**src/rtl/hex_display_scanner.sv**
```systemverilog
// Scan controller for a common-anode multi-digit seven-segment display.
// Presents one nibble per slot to the decoder and lights the matching digit after an all-off gap.
module hex_display_scanner #(
  parameter int DIGITS      = 4,
  parameter int REFRESH_DIV = 50000,
  parameter int GAP_CYCLES  = 500
) (
  input  logic                  clk,
  input  logic                  reset,
  input  logic [4*DIGITS-1:0]   valueIn,
  input  logic                  load,
  input  logic [DIGITS-1:0]     blankMask,
  input  logic                  zeroSuppress,
  output logic [3:0]            hexOut,
  output logic [DIGITS-1:0]     digitEnable,
  output logic                  frameTick
);

  localparam int PH_W   = (REFRESH_DIV > 2) ? $clog2(REFRESH_DIV) : 1;
  localparam int DSEL_W = (DIGITS > 1) ? $clog2(DIGITS) : 1;

  localparam logic [PH_W-1:0]   PH_LAST  = PH_W'(REFRESH_DIV - 1);
  localparam logic [PH_W-1:0]   PH_GAP   = PH_W'(GAP_CYCLES);
  localparam logic [DSEL_W-1:0] DIG_LAST = DSEL_W'(DIGITS - 1);

  typedef enum logic {
    GAP  = 1'b0,
    SHOW = 1'b1
  } state_t;

  state_t                state_q, state_d;
  logic                  armed_q, armed_d;
  logic [PH_W-1:0]       phase_q, phase_d;
  logic [DSEL_W-1:0]     digit_sel_q, digit_sel_d;
  logic [4*DIGITS-1:0]   value_reg_q, value_reg_d;
  logic [3:0]            slot_nibble_q, slot_nibble_d;
  logic                  slot_visible_q, slot_visible_d;
  logic [3:0]            hex_out_q, hex_out_d;
  logic [DIGITS-1:0]     digit_enable_q, digit_enable_d;
  logic                  frame_tick_q, frame_tick_d;

  logic                  slot_start;
  logic                  slot_wrap;
  logic [DIGITS-1:0]     lead_zero;

  // Slot timing: the first edge out of reset opens digit 0's slot, later slots open on phase wrap.
  always_comb begin
    slot_wrap   = armed_q && (phase_q == PH_LAST);
    slot_start  = !armed_q || slot_wrap;
    armed_d     = 1'b1;
    phase_d     = slot_start ? '0 : phase_q + 1'b1;
    digit_sel_d = digit_sel_q;
    if (!armed_q) begin
      digit_sel_d = '0;
    end else if (slot_wrap) begin
      digit_sel_d = (digit_sel_q == DIG_LAST) ? '0 : digit_sel_q + 1'b1;
    end
  end

  always_comb begin
    value_reg_d = load ? valueIn : value_reg_q;
  end

  // lead_zero[i] is set when nibbles DIGITS-1 down to i of the held value are all zero.
  always_comb begin
    logic run;
    lead_zero = '0;
    run       = 1'b1;
    for (int i = DIGITS - 1; i >= 0; i--) begin
      run          = run && (value_reg_q[4*i +: 4] == 4'h0);
      lead_zero[i] = run;
    end
  end

  // Slot capture uses the pre-edge value so a coincident load only shows from the next slot.
  always_comb begin
    slot_nibble_d  = slot_nibble_q;
    slot_visible_d = slot_visible_q;
    if (slot_start) begin
      slot_nibble_d  = value_reg_q[4*digit_sel_d +: 4];
      slot_visible_d = !blankMask[digit_sel_d] &&
                       !(zeroSuppress && (digit_sel_d != '0) && lead_zero[digit_sel_d]);
    end
  end

  always_ff @(posedge clk) begin
    if (reset) begin
      state_q     <= GAP;
      armed_q     <= 1'b0;
      phase_q     <= '0;
      digit_sel_q <= '0;
      value_reg_q <= '0;
    end else begin
      state_q     <= state_d;
      armed_q     <= armed_d;
      phase_q     <= phase_d;
      digit_sel_q <= digit_sel_d;
      value_reg_q <= value_reg_d;
    end
  end

  always_ff @(posedge clk) begin
    slot_nibble_q  <= slot_nibble_d;
    slot_visible_q <= slot_visible_d;
  end

  always_comb begin
    state_d = state_q;
    if (slot_start) begin
      state_d = GAP;
    end else if (phase_d == PH_GAP) begin
      state_d = SHOW;
    end
  end

  // Outputs are computed from next-state values so the registered outputs line up with phase/digit.
  always_comb begin
    hex_out_d      = slot_nibble_d;
    digit_enable_d = '1;
    frame_tick_d   = slot_start && (digit_sel_d == '0);
    if (state_d == SHOW && slot_visible_d) begin
      digit_enable_d[digit_sel_d] = 1'b0;
    end
  end

  always_ff @(posedge clk) begin
    if (reset) begin
      hex_out_q      <= 4'h0;
      digit_enable_q <= '1;
      frame_tick_q   <= 1'b0;
    end else begin
      hex_out_q      <= hex_out_d;
      digit_enable_q <= digit_enable_d;
      frame_tick_q   <= frame_tick_d;
    end
  end

  assign hexOut      = hex_out_q;
  assign digitEnable = digit_enable_q;
  assign frameTick   = frame_tick_q;

endmodule

```
**config.mk**
```make
export PLATFORM = sky130hd
export DESIGN_NAME = hex_display_scanner
export DESIGN_NICKNAME = d
export VERILOG_FILES = /design/src/rtl/hex_display_scanner.sv
export SDC_FILE = /design/constraint.sdc
export NUM_CORES = 1
export LEC_CHECK = 0
export ABC_AREA = 1
export CAP_MARGIN = 0
export CORE_ASPECT_RATIO = 0.6
export CORE_MARGIN = 8
export CORE_UTILIZATION = 67
export CTS_CLUSTER_SIZE = 10
export DETAILED_ROUTE_END_ITERATION = 10
export DONT_BUFFER_PORTS = 1
export GPL_TIMING_DRIVEN = 0
export PLACE_DENSITY_LB_ADDON = 0.12
export SYNTH_ARGS = -nofsm -noshare
export SYNTH_HDL_FRONTEND = slang
export SYNTH_SLANG_ARGS = --single-unit
```
**constraint.sdc**
```tcl
create_clock -name clk -period 3.5 [get_ports clk]
set_clock_uncertainty 0.1 [all_clocks]
set_input_delay 0.875 -clock clk [delete_from_list [all_inputs] [get_ports clk]]
set_output_delay 0.875 -clock clk [all_outputs]
set_load 0.01 [all_outputs]
```
## After elaboration in Yosys (flattened, before gate mapping)

Cells that the tools add are included.
W data, S select, Z words.

- Register bits after elaboration: 50
- Output and inout bits: 9
- ROM bits: 0
- Bits in latches: 0
- Memories kept: 0
- RAM bits: 0
- Logic and storage cells: 56

- Div/mod/pow operators: 0
- Reductions and logical operators: 21
- Bitwise logic cells: 2
- $lt $le $gt $ge: 2
- $mul: 0
- Add/subtract/negate cells: 2
- Equal/unequal tests: 3
- Shift operators: 1
- Mux-type cells: 15

Operators with widths:

| operator | count |
|---|---|
| $add A16 B1 Y16 const B | 1 |
| $eq A16 B16 Y1 const B | 1 |
| $eq A16 B9 Y1 const B | 1 |
| $logic_not A4 Y1 | 4 |
| $mux W16 | 1 |
| $shiftx A16 B5 Y4 | 1 |
| $logic_and A1 B1 Y1 | 10 |
| $mux W1 | 7 |
| $mux W2 | 3 |
| $bmux W1 S2 | 2 |
| $mux W4 | 1 |
| $not A4 Y4 | 1 |
| $logic_not A1 Y1 | 3 |
| $lt A2 B3 Y1 const B | 1 |
| $add A2 B1 Y2 const B | 1 |
| $demux W1 S2 | 1 |
| $eq A2 B2 Y1 const B | 1 |
| $ge A2 B1 Y1 const B | 1 |
| $logic_not A2 Y1 | 1 |
| $reduce_bool A2 Y1 | 1 |
| $reduce_or A2 Y1 | 1 |
| $logic_or A1 B1 Y1 | 1 |
| $not A1 Y1 | 1 |

## Depth between registers and ports, before layout

Gate-level depths: netlist (run 1).

- Depth after elaboration: 13
- Mapped depth: 14
- Gate-level depth less buffers: 14

## Worst setup path before layout (run 1)

OpenSTA, ideal clock, no wires.

- Path kind: input-to-reg
- Start point: input reset
- End point: register digit_enable_q[0] (netlist: digitEnable[0])
- Data arrival time: 1625 ps
- Buffers on the path: 1
- Slack: 1650 ps
- Stages on the path: 5
- Required time: 3276 ps
- Cell sequence: clkbuf_1 -> inv_1 -> nand2_1 -> a21oi_4 -> nand3_1

- Word-level cells in the longest chain between the ends: 1

Ends and longest elaborated chain:

| what | line | text |
|---|---|---|
| from (decl) | 9 | `input logic reset,` |
| $reduce_or A2 Y1 (no line) | -- |  |
| to (signal assigned) | 133 | `digit_enable_q <= digit_enable_d;` |
| to (decl) | 39 | `logic [DIGITS-1:0] digit_enable_q, digit_enable_d;` |

No other way between the ends.
A chain may end at the register's enable or synchronous reset.

## Final worst setup path (run 1)

- Start point: register phase_q[0]
- End point: register digit_enable_q[3] (netlist: digitEnable[3])

- Word-level cells in the longest chain between the ends: 13

Ends and longest elaborated chain:

| what | line | text |
|---|---|---|
| from (decl) | 33 | `logic [PH_W-1:0] phase_q, phase_d;` |
| from (signal assigned) | 96 | `phase_q <= phase_d;` |
| branches (longest 13 deep; another with $add A16 B1 Y16) | -- |  |

Several ways; the timed one is not identified. The select of a mux whose other input is x is not followed.

==> run_results.csv, run 1 <==
group,metric,value,unit
detailed_routing,drtAntennaViolNets,0,
synthesis,synth_top_area_share,43.7,%
sta,period_needed,2.30,ns
floorplanning,die_y,61.3,um
power_and_ir_drop,sequentialPowerShare,59.1,%
grt,grt_max_degree,15,
placement,place_worst_setup_slack,1.26,ns
detailed_routing,vias,2168,
floorplanning,coreArea,0.00326,sq mm
synthesis,synthSimpleGateAreaFrac,36.8,%
placement,routabilityCongestion,0.920,
synthesis,yosys_register_bits,50,
sta,fin_hold_ws,0.360,ns
layout,drive_gt1_share,7.89,%
grt,grt_pass1_vias,1929,
synthesis,synth_xor_area_share,0.765,%
layout,utilization,74.7,%
synthesis,synth_top_family_by_area,"simple AND/OR/NAND/NOR gates",
clocking,cts-resized-gates,0,
power_and_ir_drop,p_int,0.775,mW
synthesis,synth_cell_types,26,
clocking,root_buffer,"clkbuf_8",
detailed_routing,drc_errors,0,
power_and_ir_drop,p_switching,0.249,mW
grt,grt_pass1_wl,9200,um
layout,final_nets,367,
sta,rsz0062_at_grt,"false",
placement,io_buffers,0,
floorplanning,fp-row-count,16,
power_and_ir_drop,ir_worst_vdd,0.000306,V
clocking,post_cts_buffers,0,
synthesis,synth_area,0.00229,sq mm
detailed_routing,via_per_inst,5.60,
flow_run,max-cap-violations,0,
sta,worst_pin_slew,0.477,ns
setup_path,critPathLaunchType,"flip-flop",
clocking,cts-buffers-inserted,5,
grt,antenna_found_initial,0,
sta,min_period_over_period,65.8,%
power_and_ir_drop,pwr_density_cell,420,mW/mm^2
synthesis,ys_seq_area_share,43.7,%
floorplanning,die_x,91.5,um
floorplanning,io_pins,33,
detailed_routing,routedWlPerCell,14.6,um
sta,fmax,0.434,GHz
sta,fin_setup_tns,0,ns
placement,dp_hpwl,4300,um
sta,fin_ws,1.20,ns
power_and_ir_drop,swShare,24.3,%
status,outcome,"completed",
setup_path,crit_fanout,5,
power_and_ir_drop,p_leak,1.02,nW
detailed_routing,first_iter_violations,274,
synthesis,synth_fp_nets,360,
power_and_ir_drop,power_frac_clock,34.2,%
clocking,clk_path_buf_depth,2,
clocking,cts_tree,"yes",
synthesis,synth_area_leader_cell,"dfxtp_1",
sta,max-slew-margin-rel,68.2,%
setup_path,required,3.58,ns
synthesis,syn_inst,334,
detailed_routing,drtPass1Iterations,5,
min_path,hold_path_class,"reg -> reg",
synthesis,synth.avg_cell_area,6.86,sq um
sta,hold_viol_final,0,
floorplanning,initial_utilization,70.2,%
setup_path,rrSetupSlack,1.20,ns
grt,gr-total-overflow,0,
clocking,htreeDepth,2,
sta,setup_viol,0,
synthesis,synthAdderAreaFrac,1.09,%
synthesis,yosys_warnings,0,
setup_path,arrival,2.38,ns
clocking,clk_latency,0.30,ns
layout,area_delta_synth_final,6.45,%
clocking,path_clk_slew,0.09,ns
synthesis,synthTopCellsByArea,"dfxtp_1 (44%), nor2_1 (12%), nand2_1 (11%), nand3_1 (5.7%), inv_1 (5.2%)",
power_and_ir_drop,combPwrFrac,6.7,%
grt,grt_usage,20.7,%
clocking,cts_hold_buf,0,
layout,diodes,0,
setup_path,crit_type,"reg -> reg",
synthesis,synth.area.mux_share,0,%
setup_path,end_kind,"flip-flop",
clocking,numClockSinks,50,
detailed_routing,routed_wl,5670,um
sta,maxSlewViolCount,0,
synthesis,synth_compound_area_share,10.4,%
layout,nFillCells,255,
floorplanning,die_area,0.00561,sq mm
critical path, stage by stage, from the launching register on:
cell and delay [ns]:
dfxtp_1 0.38, ha_1 0.21, nand2_1 0.10, nor2_1 0.22, nand2_1 0.15, inv_1 0.10
nand3_1 0.08, nand3_1 0.12, nand2_1 0.06, nor2_1 0.17, nand3_1 0.16, a21oi_4 0.20
nand3_1 0.12
routing by layer:
layer | up-vias | routed length, um | track usage (%)
met1 | 971 | 2810 | 30.6
met5 | - | 0 | 0
li1 | 1078 | - | -
met4 | 0 | 68 | 6.00
met2 | 110 | 2300 | 28.3
met3 | 9 | 490 | 5.35
cell families (layout without fill, tap and decap cells):
group	count (synthesis)	after routing
compound gates	42	42
xor+xnor	2	2
fa+ha+maj	2	2
buf+inv	43	51
flops	50	50
simple gates	195	195
sequential cells by signal (all words and copies together) (netlist names), 2 cells and up:
name           flops
digitEnable        4
value_reg_q       16
slot_nibble_q      4
phase_q           16
hexOut             4
digit_sel_q        2
cell usage in the layout, fill, tap and decap left out, types with 2 or more instances in the layout:
cell	Yosys	final
clkbuf_1	6	7
nor3_1	7	7
nand2_2	5	5
nand2_1	67	67
nand3_1	26	26
or2_2	3	3
clkbuf_8	0	6
nor2_1	71	71
xor2_1	2	2
nand4_1	9	9
dfxtp_1	50	50
o21ai_0	19	19
o21bai_1	3	3
a21oi_1	17	17
nor2_2	3	3
inv_1	32	32
ha_1	2	2
inv_2	3	3
synth_stat cells:
| cell | n |
|---|---|
| nor4_1 | 1 |
| buf_4 | 1 |
| clkbuf_2 | 1 |
| inv_1 | 32 |
| o21ai_0 | 19 |
| dfxtp_1 | 50 |
| clkbuf_1 | 6 |
| nand3_2 | 1 |
| a21oi_1 | 17 |
| nand4_1 | 9 |
| and2_1 | 1 |
| o21a_1 | 1 |
| nor2_2 | 3 |
| nand3_1 | 26 |
| a21boi_2 | 1 |
| o21bai_1 | 3 |
| nand2_2 | 5 |
| inv_2 | 3 |
| ha_1 | 2 |
| nor2_1 | 71 |
| xor2_1 | 2 |
| or2_2 | 3 |
| nand2_1 | 67 |
| a21oi_4 | 1 |
| nand2_4 | 1 |
| nor3_1 | 7 |
power groups by stage:
stage               Clock [mW]  Sequential, mW  Combinational, mW
floorplan                    0           0.615             0.0516
global placement             0           0.618             0.0644
detailed placement           0           0.618             0.0676
CTS                      0.351           0.605             0.0684
global route             0.380           0.608             0.0792
finish                   0.350           0.605             0.0690
cell type report:
type	count	area (sq um)	share of cell area [%]
Inverter	35	131	5.39
Tap cell	45	56.3	2.31
Buffer	8	35.0	1.44
Multi-Input combinational cell	241	1120	46.0
Sequential cell	50	1000	41.1
Clock buffer	7	86.3	3.54
Clock inverter	1	5.00	0.205
path summary, 6_finish.rpt:
kind | cells past startpoint | startpoint | to
max | 12 | phase_q[0] | digitEnable[3]
min | 2 | slot_nibble_q[0] | slot_nibble_q[0]
max reg2reg | 12 | phase_q[0] | digitEnable[3]
min reg2reg | 2 | slot_nibble_q[0] | slot_nibble_q[0]
through the flow:
step	instances	power, mW	instance area, sq um
after floorplan	334	0.666	2290
after detailed placement	379	0.686	2350
after CTS	387	1.02	2440
after global routing	387	1.07	2440
after global placement	379	0.682	2350
final	387	1.02	2440
(Power assumes the default switching activity.)
==> inputs of run 2 (changes only) <==
--- a/config.mk
+++ b/config.mk
@@ -9,7 +9,7 @@
 export CAP_MARGIN = 0
 export CORE_ASPECT_RATIO = 0.6
 export CORE_MARGIN = 8
-export CORE_UTILIZATION = 67
+export CORE_UTILIZATION = 56
 export CTS_CLUSTER_SIZE = 10
 export DETAILED_ROUTE_END_ITERATION = 10
 export DONT_BUFFER_PORTS = 1
==> constraint.sdc (replaced) <==
create_clock -name clk -period 1.9 [get_ports clk]
set_clock_uncertainty 0.1 [all_clocks]
set_input_delay 0.475 -clock clk [delete_from_list [all_inputs] [get_ports clk]]
set_output_delay 0.475 -clock clk [all_outputs]
set_load 0.01 [all_outputs]
==> run 2 against run 1 <==
Compared with the run above: the run now ends with setup timing left; die area is 15% higher; sequential power is 85% higher; first-iteration DRC count is 14% lower; maximum frequency is 13% higher; routed wire length is 17% higher; clock power is 90% higher; combinational power is 120% higher; global-route usage is 3.0 points lower; register-to-register slack worse by 1.3 ns; clock-buffer cell count is 1 lower; critical path type unchanged.
==> run_results.csv, run 2 (synthesized netlist as in run 1, its figures left out) <==
group,metric,value,unit
layout,fin_area,0.00292,sq mm
sta,worst_pin_slew,0.467,ns
placement,io_buffers,0,
detailed_routing,drc_errors,0,
min_path,hold_path_class,"in -> reg",
grt,antenna_found_initial,0,
setup_path,cpMostUsedCell,"nand2_1",
clocking,clk_latency,0.30,ns
detailed_routing,drtPass1Iterations,5,
sta,fin_setup_tns,-1.01,ns
grt,grt_max_degree,16,
floorplanning,io_pins,33,
detailed_routing,dr_wl_met3,685,um
sta,fmax,0.492,GHz
floorplanning,fp-row-count,18,
sta,fin_ws,-0.134,ns
placement,routabilityCongestion,0.892,
setup_path,cp_num_buf_inv,2,
floorplanning,die_x,98.6,um
setup_path,critPathTopFamily,"simple AND/OR/NAND/NOR gates",
layout,final_nets,383,
power_and_ir_drop,p_leak,1.18,nW
min_path,holdPathStages,2,
sta,period_needed,2.03,ns
sta,maxSlewViolCount,0,
placement,dp_cells,384,
setup_path,slowest_delay,0.36,ns
sta,hold_viol_final,0,
detailed_routing,routedLengthMet1,3040,um
placement,dp_hpwl,4110,um
sta,rsz0062_at_grt,"true",
clocking,clk_path_buf_depth,2,
setup_path,path_cells,"inv_1, nor2_1, nand2_1, nor2_4, nand2_4, nand3_2, nand2_4, buf_6, nor2_4, nand2_1, o21a_1, nand3_1, nand2_1, nor2_1",
setup_path,crit_slowest_cell,"dfxtp_2",
sta,setup_viol,13,
setup_path,end_kind,"flip-flop",
setup_path,critPathLaunchType,"flip-flop",
status,violations,"setup timing",
grt,grt_pass1_wl,9310,um
detailed_routing,drtAntennaViolNets,0,
clocking,htreeDepth,2,
floorplanning,coreArea,0.00401,sq mm
clocking,numClockSinks,50,
setup_path,rrSetupSlack,-0.13,ns
sta,fin_hold_ws,0.198,ns
grt,grt_usage,17.8,%
setup_path,required,2.04,ns
grt,gr-total-overflow,0,
sta,min_period_over_period,107,%
setup_path,r2r.worst_path.cells,14,
layout,drive_gt1_share,30.7,%
layout,diodes,0,
sta,max-slew-margin-rel,68.8,%
clocking,cts-buffers-inserted,5,
flow_run,max-cap-violations,0,
setup_path,worstReg2RegStart,"phase_q[6]",
setup_path,arrival,2.17,ns
detailed_routing,first_iter_violations,235,
detailed_routing,via_per_inst,5.64,
detailed_routing,wl_met2,2790,um
grt,grt_pass1_vias,1910,
detailed_routing,highest_layer,"met4",
min_path,holdPathEnd,"value_reg_q[2]",
layout,largestRegisters,"phase_q (16), value_reg_q (16)",
setup_path,crit_type,"reg -> reg",
power_and_ir_drop,ir_worst_vdd,0.000454,V
clocking,root_buffer,"clkbuf_8",
clocking,cts_tree,"yes",
floorplanning,die_area,0.00646,sq mm
clocking,path_clk_slew,0.10,ns
layout,final_common_cell,"nor2_1",
setup_path,crit_fanout,5,
layout,fin_cells,408,
min_path,hp-start,"valueIn[2]",
detailed_routing,vias,2300,
floorplanning,initial_utilization,57.1,%
detailed_routing,routedWlPerCell,16.2,um
layout,area_delta_synth_final,27.5,%
layout,final_cell_mix,"nor2_1 (54), nand2_1 (51), dfxtp_1 (39), inv_1 (29)",
status,outcome,"finished with violations",
placement,place_area,0.00235,sq mm
floorplanning,die_y,65.5,um
power_and_ir_drop,pwr_density_cell,663,mW/mm^2
setup_path,reg2reg_to,"hexOut[1]",
layout,nFillCells,295,
detailed_routing,routed_wl,6600,um
run 2: worst max path at each step:
stage | start | endpoint | slack [ns] | cells after the start
after floorplan | phase_q[0] | digitEnable[0] | 0.05 | 12
after global placement | phase_q[0] | digitEnable[2] | -0.33 | 12
after detailed placement | phase_q[0] | digitEnable[0] | -0.30 | 10
after CTS | phase_q[0] | hexOut[3] | -0.02 | 12
after global routing | phase_q[6] | hexOut[1] | -0.22 | 14
final | phase_q[6] | hexOut[1] | -0.13 | 14
run 2: per-stage QoR:
stage / power, mW / worst slack (ns) / utilization [%]
3_5_place_dp: 1.26 / -0.302 / 58.7
2_1_floorplan: 1.23 / 0.0527 / -
4_1_cts: 1.90 / -0.0206 / 65.9
3_3_place_gp: 1.26 / -0.326 / 58.7
5_1_grt: 2.00 / -0.224 / 72.8
6_report: 1.94 / -0.134 / 72.8
run 2: power by group:
part           switching (mW)  internal, mW  leakage, nW
Sequential             0.0268          1.09        0.417
Clock                   0.371         0.294       0.0472
Combinational          0.0996        0.0541        0.714
Total                   0.498          1.44         1.18
run 2: timing repair:
action | CTS | global route
hold buffers | 0 | 0
pin swaps | 9 | 17
resized for setup | 47 | 53
endpoints found under the setup margin | 22 | 15
buffers inserted | 6 | 10
run 2: final cells by class:
type | instances | area [sq um] | share of cell area, %
flip-flops and latches | 50 | 1020 | 34.9
clock buffers | 6 | 82.6 | 2.83
multi-input cells | 241 | 1410 | 48.4
plain buffers | 8 | 35.0 | 1.20
repair buffers | 16 | 151 | 5.18
well taps | 50 | 62.6 | 2.14
clock inverters | 2 | 12.5 | 0.428
inverters | 35 | 144 | 4.93
run 2: routing by layer:
| metal | GRT usage, % | up-vias |
|---|---|---|
| li1 | - | 1112 |
| met1 | 27.4 | 1062 |
| met2 | 23.4 | 114 |
| met3 | 4.64 | 12 |
| met4 | 3.42 | 0 |
| met5 | 0 | - |
==> inputs of run 3 (changes only) <==
--- a/config.mk
+++ b/config.mk
@@ -9,11 +9,12 @@
 export CAP_MARGIN = 0
 export CORE_ASPECT_RATIO = 0.6
 export CORE_MARGIN = 8
-export CORE_UTILIZATION = 56
+export CORE_UTILIZATION = 59
+export CTS_BUF_LIST = sky130_fd_sc_hd__clkbuf_8
 export CTS_CLUSTER_SIZE = 10
 export DETAILED_ROUTE_END_ITERATION = 10
 export DONT_BUFFER_PORTS = 1
-export GPL_TIMING_DRIVEN = 0
+export GPL_TIMING_DRIVEN = 1
 export PLACE_DENSITY_LB_ADDON = 0.12
 export SYNTH_ARGS = -nofsm -noshare
 export SYNTH_HDL_FRONTEND = slang
==> run 3 against run 2 <==
Compared with the run above: the run still ends with setup timing left; largest cell class unchanged; total power increased by 2.7%; worst hold slack got worse by 0.068 ns; non-clock buffer count increased by 21; cell area increased by 3.7%; critical path depth decreased by 2; routed wire length decreased by 0.17%; critical path type unchanged.
==> run_results.csv, run 3 (synthesized netlist as in run 1, its figures left out) <==
group,metric,value,unit
clocking,cts_hold_buf,0,
setup_path,rrSetupSlack,-0.05,ns
placement,dp_cells,411,
setup_path,critPathLaunchType,"flip-flop",
floorplanning,die_y,64.3,um
sta,worst_pin_slew,0.643,ns
sta,period_needed,1.95,ns
clocking,path_clk_slew,0.09,ns
setup_path,crit_slowest_cell,"dfxtp_4",
power_and_ir_drop,total_power,1.99,mW
detailed_routing,routedWlPerCell,15.5,um
grt,grt_pass1_wl,10200,um
sta,min_period_over_period,103,%
clocking,cts-buffers-inserted,5,
setup_path,cpMostUsedCell,"nand3_1",
floorplanning,coreArea,0.00370,sq mm
layout,largestRegisters,"phase_q (16), value_reg_q (16)",
placement,place_area,0.00260,sq mm
setup_path,crit_end,"digitEnable[0]",
placement,dp_hpwl,4640,um
setup_path,r2r.worst_path.cells,12,
grt,grt_usage,20.8,%
layout,final_common_cell,"nor2_1",
layout,drive_gt1_share,31.7,%
grt,antenna_found_initial,0,
clocking,clk_path_buf_depth,2,
clocking,clk_latency,0.30,ns
setup_path,reg2reg_to,"digitEnable[0]",
power_and_ir_drop,ir_worst_vdd,0.000550,V
sta,rsz0062_at_grt,"true",
floorplanning,die_area,0.00620,sq mm
detailed_routing,routed_wl,6590,um
floorplanning,initial_utilization,61.9,%
flow_run,max-cap-violations,0,
layout,final_cell_mix,"nor2_1 (61), nand2_1 (55), buf_4 (42), dfxtp_1 (40), inv_1 (32)",
sta,fin_ws,-0.0548,ns
detailed_routing,drc_errors,0,
setup_path,worstReg2RegStart,"phase_q[0]",
sta,maxSlewViolCount,0,
layout,diodes,0,
detailed_routing,via_per_inst,5.53,
floorplanning,die_x,96.4,um
sta,max-slew-margin-rel,57.1,%
setup_path,end_kind,"flip-flop",
setup_path,path_cells,"ha_4, nand3_4, nor2_4, nand4_1, nand2_4, inv_2, nand3_1, nand2_1, nor2_1, nand3_2, nand2_2, nand3_1",
setup_path,crit_type,"reg -> reg",
min_path,hold_path_class,"in -> reg",
clocking,htreeDepth,2,
floorplanning,fp-row-count,17,
detailed_routing,first_iter_violations,286,
status,violations,"setup timing",
placement,io_buffers,0,
power_and_ir_drop,pwr_density_cell,656,mW/mm^2
placement,routabilityCongestion,0.897,
sta,setup_viol,8,
setup_path,slowest_delay,0.38,ns
setup_path,crit_start,"phase_q[0]",
layout,fin_cells,426,
setup_path,crit_fanout,6,
layout,nFillCells,249,
grt,gr-total-overflow,0,
floorplanning,io_pins,33,
setup_path,arrival,2.04,ns
layout,fin_area,0.00303,sq mm
clocking,root_buffer,"clkbuf_8",
grt,grt_max_degree,24,
status,outcome,"finished with violations",
sta,fmax,0.512,GHz
detailed_routing,vias,2354,
grt,grt_pass1_vias,2133,
setup_path,required,1.99,ns
clocking,cts_tree,"yes",
power_and_ir_drop,p_leak,1.30,nW
layout,area_delta_synth_final,32.3,%
clocking,numClockSinks,50,
sta,hold_viol_final,0,
detailed_routing,drtPass1Iterations,5,
detailed_routing,drtAntennaViolNets,0,
layout,final_nets,404,
==> run 3: cell types whose count changed in the layout (fill, tap and decap cells not counted), moves of 3 or more <==
cell,previous run,this run
dfxtp_2,9,6
a21oi_1,9,13
clkbuf_1,6,0
a21oi_2,6,2
nand2_1,51,55
nor2_1,54,61
inv_1,29,32
buf_6,5,2
buf_4,11,42
nor2_2,13,7
==> run 3: power by group <==
group          switching, mW  total, mW  internal (mW)
sequential            0.0296       1.12           1.09
clock                  0.353      0.741          0.388
combinational         0.0792      0.130         0.0506
==> run 3: area by class of cell <==
| cell class | count | area (sq um) | share of cell area [%] |
|---|---|---|---|
| inverters | 35 | 131 | 4.34 |
| well taps | 47 | 58.8 | 1.94 |
| clock buffers | 5 | 68.8 | 2.27 |
| clock inverters | 3 | 41.3 | 1.36 |
| repair buffers | 45 | 358 | 11.8 |
| flip-flops and latches | 50 | 1020 | 33.8 |
| multi-input cells | 241 | 1350 | 44.5 |
==> run 3: how the worst min path moves through the flow <==
stage               cells past startpoint             start                to
floorplan                               2  slot_nibble_q[0]  slot_nibble_q[0]
global placement                        2  slot_nibble_q[0]  slot_nibble_q[0]
detailed placement                      2  slot_nibble_q[0]  slot_nibble_q[0]
CTS                                     1             reset         hexOut[1]
global route                            1             reset         hexOut[0]
finish                                  1             reset         hexOut[0]
==> run 3: worst max-delay path: cells and delay by family, from the launching register on <==
| family | cells | cell delay, ns |
|---|---|---|
| fa+ha+maj | 1 | 0.16 |
| buf+inv | 1 | 0.09 |
| flops | 1 | 0.38 |
| simple gates | 10 | 1.10 |
==> run 3: repair_timing <==
item / in CTS / in global routing
pin swaps: 19 / 11
endpoints found under the hold margin: 0 / 0
resized for setup: 51 / 21
endpoints found under the setup margin: 15 / 15
buffers inserted: 5 / 2
==> run 3: stage by stage <==
stage	setup WS, ns	hold slack, ns	TNS [ns]	util (%)
5_1_grt	-0.161	0.106	-1.58	81.8
3_5_place_dp	-0.267	0.343	-2.65	70.2
4_1_cts	-0.0262	0.128	-0.0958	79.3
3_3_place_gp	-0.185	0.336	-1.69	70.2
2_1_floorplan	0.0527	0.321	0	-
6_report	-0.0548	0.129	-0.261	81.8
==> run 3: metal layers <==
layer	vias to the layer above	track usage [%]	share of wire (%)
met5	-	0	0
met1	1074	29.9	46
met4	0	3.56	1.1
met2	112	29.7	42
met3	8	6.53	10
li1	1160	-	-
==> RTL change (flow settings as in run 3) <==
Add an input register stage for `valueIn`, `load`, `blankMask` and `zeroSuppress`, cleared by the reset; this delays them by one clock.
--- a/src/rtl/hex_display_scanner.sv
+++ b/src/rtl/hex_display_scanner.sv
@@ -27,6 +27,25 @@
     GAP  = 1'b0,
     SHOW = 1'b1
   } state_t;
+
+  logic [4*DIGITS-1:0] valueIn_q;
+  logic load_q;
+  logic [DIGITS-1:0] blankMask_q;
+  logic zeroSuppress_q;
+
+  always_ff @(posedge clk) begin
+    if (reset) begin
+      valueIn_q      <= '0;
+      load_q         <= '0;
+      blankMask_q    <= '0;
+      zeroSuppress_q <= '0;
+    end else begin
+      valueIn_q      <= valueIn;
+      load_q         <= load;
+      blankMask_q    <= blankMask;
+      zeroSuppress_q <= zeroSuppress;
+    end
+  end
 
   state_t                state_q, state_d;
   logic                  armed_q, armed_d;
@@ -58,7 +77,7 @@
   end
 
   always_comb begin
-    value_reg_d = load ? valueIn : value_reg_q;
+    value_reg_d = load_q ? valueIn_q : value_reg_q;
   end
 
   // lead_zero[i] is set when nibbles DIGITS-1 down to i of the held value are all zero.
@@ -78,8 +97,8 @@
     slot_visible_d = slot_visible_q;
     if (slot_start) begin
       slot_nibble_d  = value_reg_q[4*digit_sel_d +: 4];
-      slot_visible_d = !blankMask[digit_sel_d] &&
-                       !(zeroSuppress && (digit_sel_d != '0) && lead_zero[digit_sel_d]);
+      slot_visible_d = !blankMask_q[digit_sel_d] &&
+                       !(zeroSuppress_q && (digit_sel_d != '0) && lead_zero[digit_sel_d]);
     end
   end
 
Formal check against the unedited RTL: no difference found for any inputs over 10 cycles, from zero or initial values and one cycle with reset high; that may be too few to reach the edited logic, so the function may still have changed.
==> RTL change against run 3 <==
The run still ends with setup timing left. Maximum frequency is 2.2% lower. Setup slack worse by 0.043 ns. Area after synthesis is 30% higher. Combinational power rose by 25%. Final cell count grew 26%. Power is 51% higher. Count of clock-buffer cells in the layout increased by 6. Routed wire length rose by 24%. Worst hold slack got worse by 0.031 ns. Sequential cell count grew 22. Cell area is 27% higher. Critical path type unchanged. Critical endpoint is now digitEnable[1]. Highest routed layer unchanged.
==> RTL change: results (changes against run 3) <==
* Status: finished with violations (unchanged)
* Failing checks: setup timing (unchanged)
* DPL Wire Length at 5270 um (was 4640 um)
* Synth top area cells: dfxtp_1 (49%), nor2_1 (13%), nand2_1 (12%), inv_1 (5.2%), nand3_1 (3.2%) (was dfxtp_1 (44%), nor2_1 (12%), nand2_1 (11%), nand3_1 (5.7%), inv_1 (5.2%))
* Top Registers: phase_q: 16 flops, valueIn_q: 16 flops, value_reg_q: 16 flops (was phase_q: 16 flops, value_reg_q: 16 flops)
* Worst Slack Setup Final at -0.0978 ns (was -0.0548 ns)
* Worst Tran Pin Value at 0.525 ns (was 0.643 ns)
* VDD IR max at 0.000601 V (was 0.000550 V)
* Most frequent cells after synthesis: nor2_1 (100), nand2_1 (96), dfxtp_1 (72) (was nor2_1 (71), nand2_1 (67), dfxtp_1 (50))
* Largest net degree at the start of global routing at 41 (was 24)
* Leakage dissipation at 1.73 nW (was 1.30 nW)
* Crit. Startpoint: phase_q[1] (was phase_q[0])
* WL/cell at 15.3 um (was 15.5 um)
* Overall Global Routing Usage at 0.197 (was 0.208)
* Vias in the first global route at 2427 (was 2133)
* RePlAce Congestion at 0.938 (was 0.897)
* DR iter-0 viols at 281 (was 286)
* Register area share after synthesis at 0.485 (was 0.437)
* Antenna diode count at 0 (unchanged)
* Crit path arrival time at 2.11 ns (was 2.04 ns)
* Yosys warning count at 0 (unchanged)
* Syn nets at 442 (was 360)
* Crit path max fanout at 5 (was 6)
* Clk Latency, worst-skew pair at 0.34 ns (was 0.30 ns)
* Final net count at 491 (was 404)
* Netlist cell types at 28 (was 26)
* Critical Path Max Stage Delay at 0.36 ns (was 0.38 ns)
* Critical R2R Launch: phase_q[1] (was phase_q[0])
* CTS buffer count at 9 (was 5)
* Final setup fails at 10 (was 8)
* Vias at 2845 (was 2354)
* Placed cell area at 3310 sq um (was 2600 sq um)
* Share of cells above drive strength 1 at 0.311 (was 0.317)
==> RTL change: through the flow <==
stage	std cells	util	TNS, ns
2_1_floorplan	416	-	0
3_3_place_gp	513	0.668	-1.09
3_5_place_dp	513	0.668	-0.988
4_1_cts	532	0.742	-0.202
5_1_grt	535	0.779	-1.97
6_report	535	0.779	-0.644
==> RTL change: area by class of cell <==
class | instances | area, sq um
inverter | 44 | 170
sequential | 72 | 1460
clock buffer | 11 | 151
timing repair buffer | 50 | 387
multi-input combinational | 288 | 1550
fill | 363 | 1100
clock inverter | 4 | 53.8
tap | 66 | 82.6
==> RTL change: path summary, 6_finish.rpt <==
check,slack [ns],end,depth (start not counted)
setup / recovery,-0.1,digitEnable[1],12
hold / removal,0.1,hexOut[0],1
setup reg to reg,-0.1,digitEnable[1],12
hold reg to reg,0.35,slot_nibble_q[0],2
==> RTL change: metal layers <==
metal,vias to the layer above,global-route usage,part of all wire
li1,1394,-,-
met1,1305,0.297,0.48
met2,136,0.253,0.42
met4,0,0.0443,0.0076
met5,-,0,0
met3,10,0.0680,0.092
==> RTL change: where the power goes <==
group | total (W) | leakage (nW) | switching, W | internal (W)
Sequential | 0.00161 | 0.599 | 0.0000378 | 0.00157
Clock | 0.00123 | 0.0976 | 0.000554 | 0.000673
Combinational | 0.000162 | 1.04 | 0.0000956 | 0.0000668
Total | 0.00300 | 1.73 | 0.000688 | 0.00231
==> RTL change: worst reg2reg max path: stages (launching register included) <==
cell	delay (ns)
dfxtp_4	0.36
ha_4	0.18
nand3_4	0.13
nor2_4	0.05
nand2_4	0.09
buf_6	0.14
nand3_4	0.08
nor2_2	0.14
nand2_2	0.08
nor2_4	0.11
nand3_2	0.09
a21oi_4	0.23
nand3_1	0.11
==> RTL change: kinds of logic (layout without fill, tap and decap cells) <==
| family | after synthesis | count (layout) | synth area share |
|---|---|---|---|
| DFF | 72 | 72 | 0.485 |
| and+or+nand+nor | 251 | 251 | 0.359 |
| buffers and inverters | 56 | 109 | 0.0775 |
| AOI/OAI and AO/OA | 33 | 33 | 0.0632 |
| adders and majority gates | 2 | 2 | 0.00843 |
| xor gates and xnor gates | 2 | 2 | 0.00590 |
==> RTL change: what timing repair did <==
item | 4_1_cts | 5_1_grt
cloned | 0 | 0
setup buffers | 4 | 4
gates resized for setup | 40 | 47
pin swaps | 21 | 28
endpoints found under the hold margin | 0 | 0
setup endpoints to repair | 14 | 14
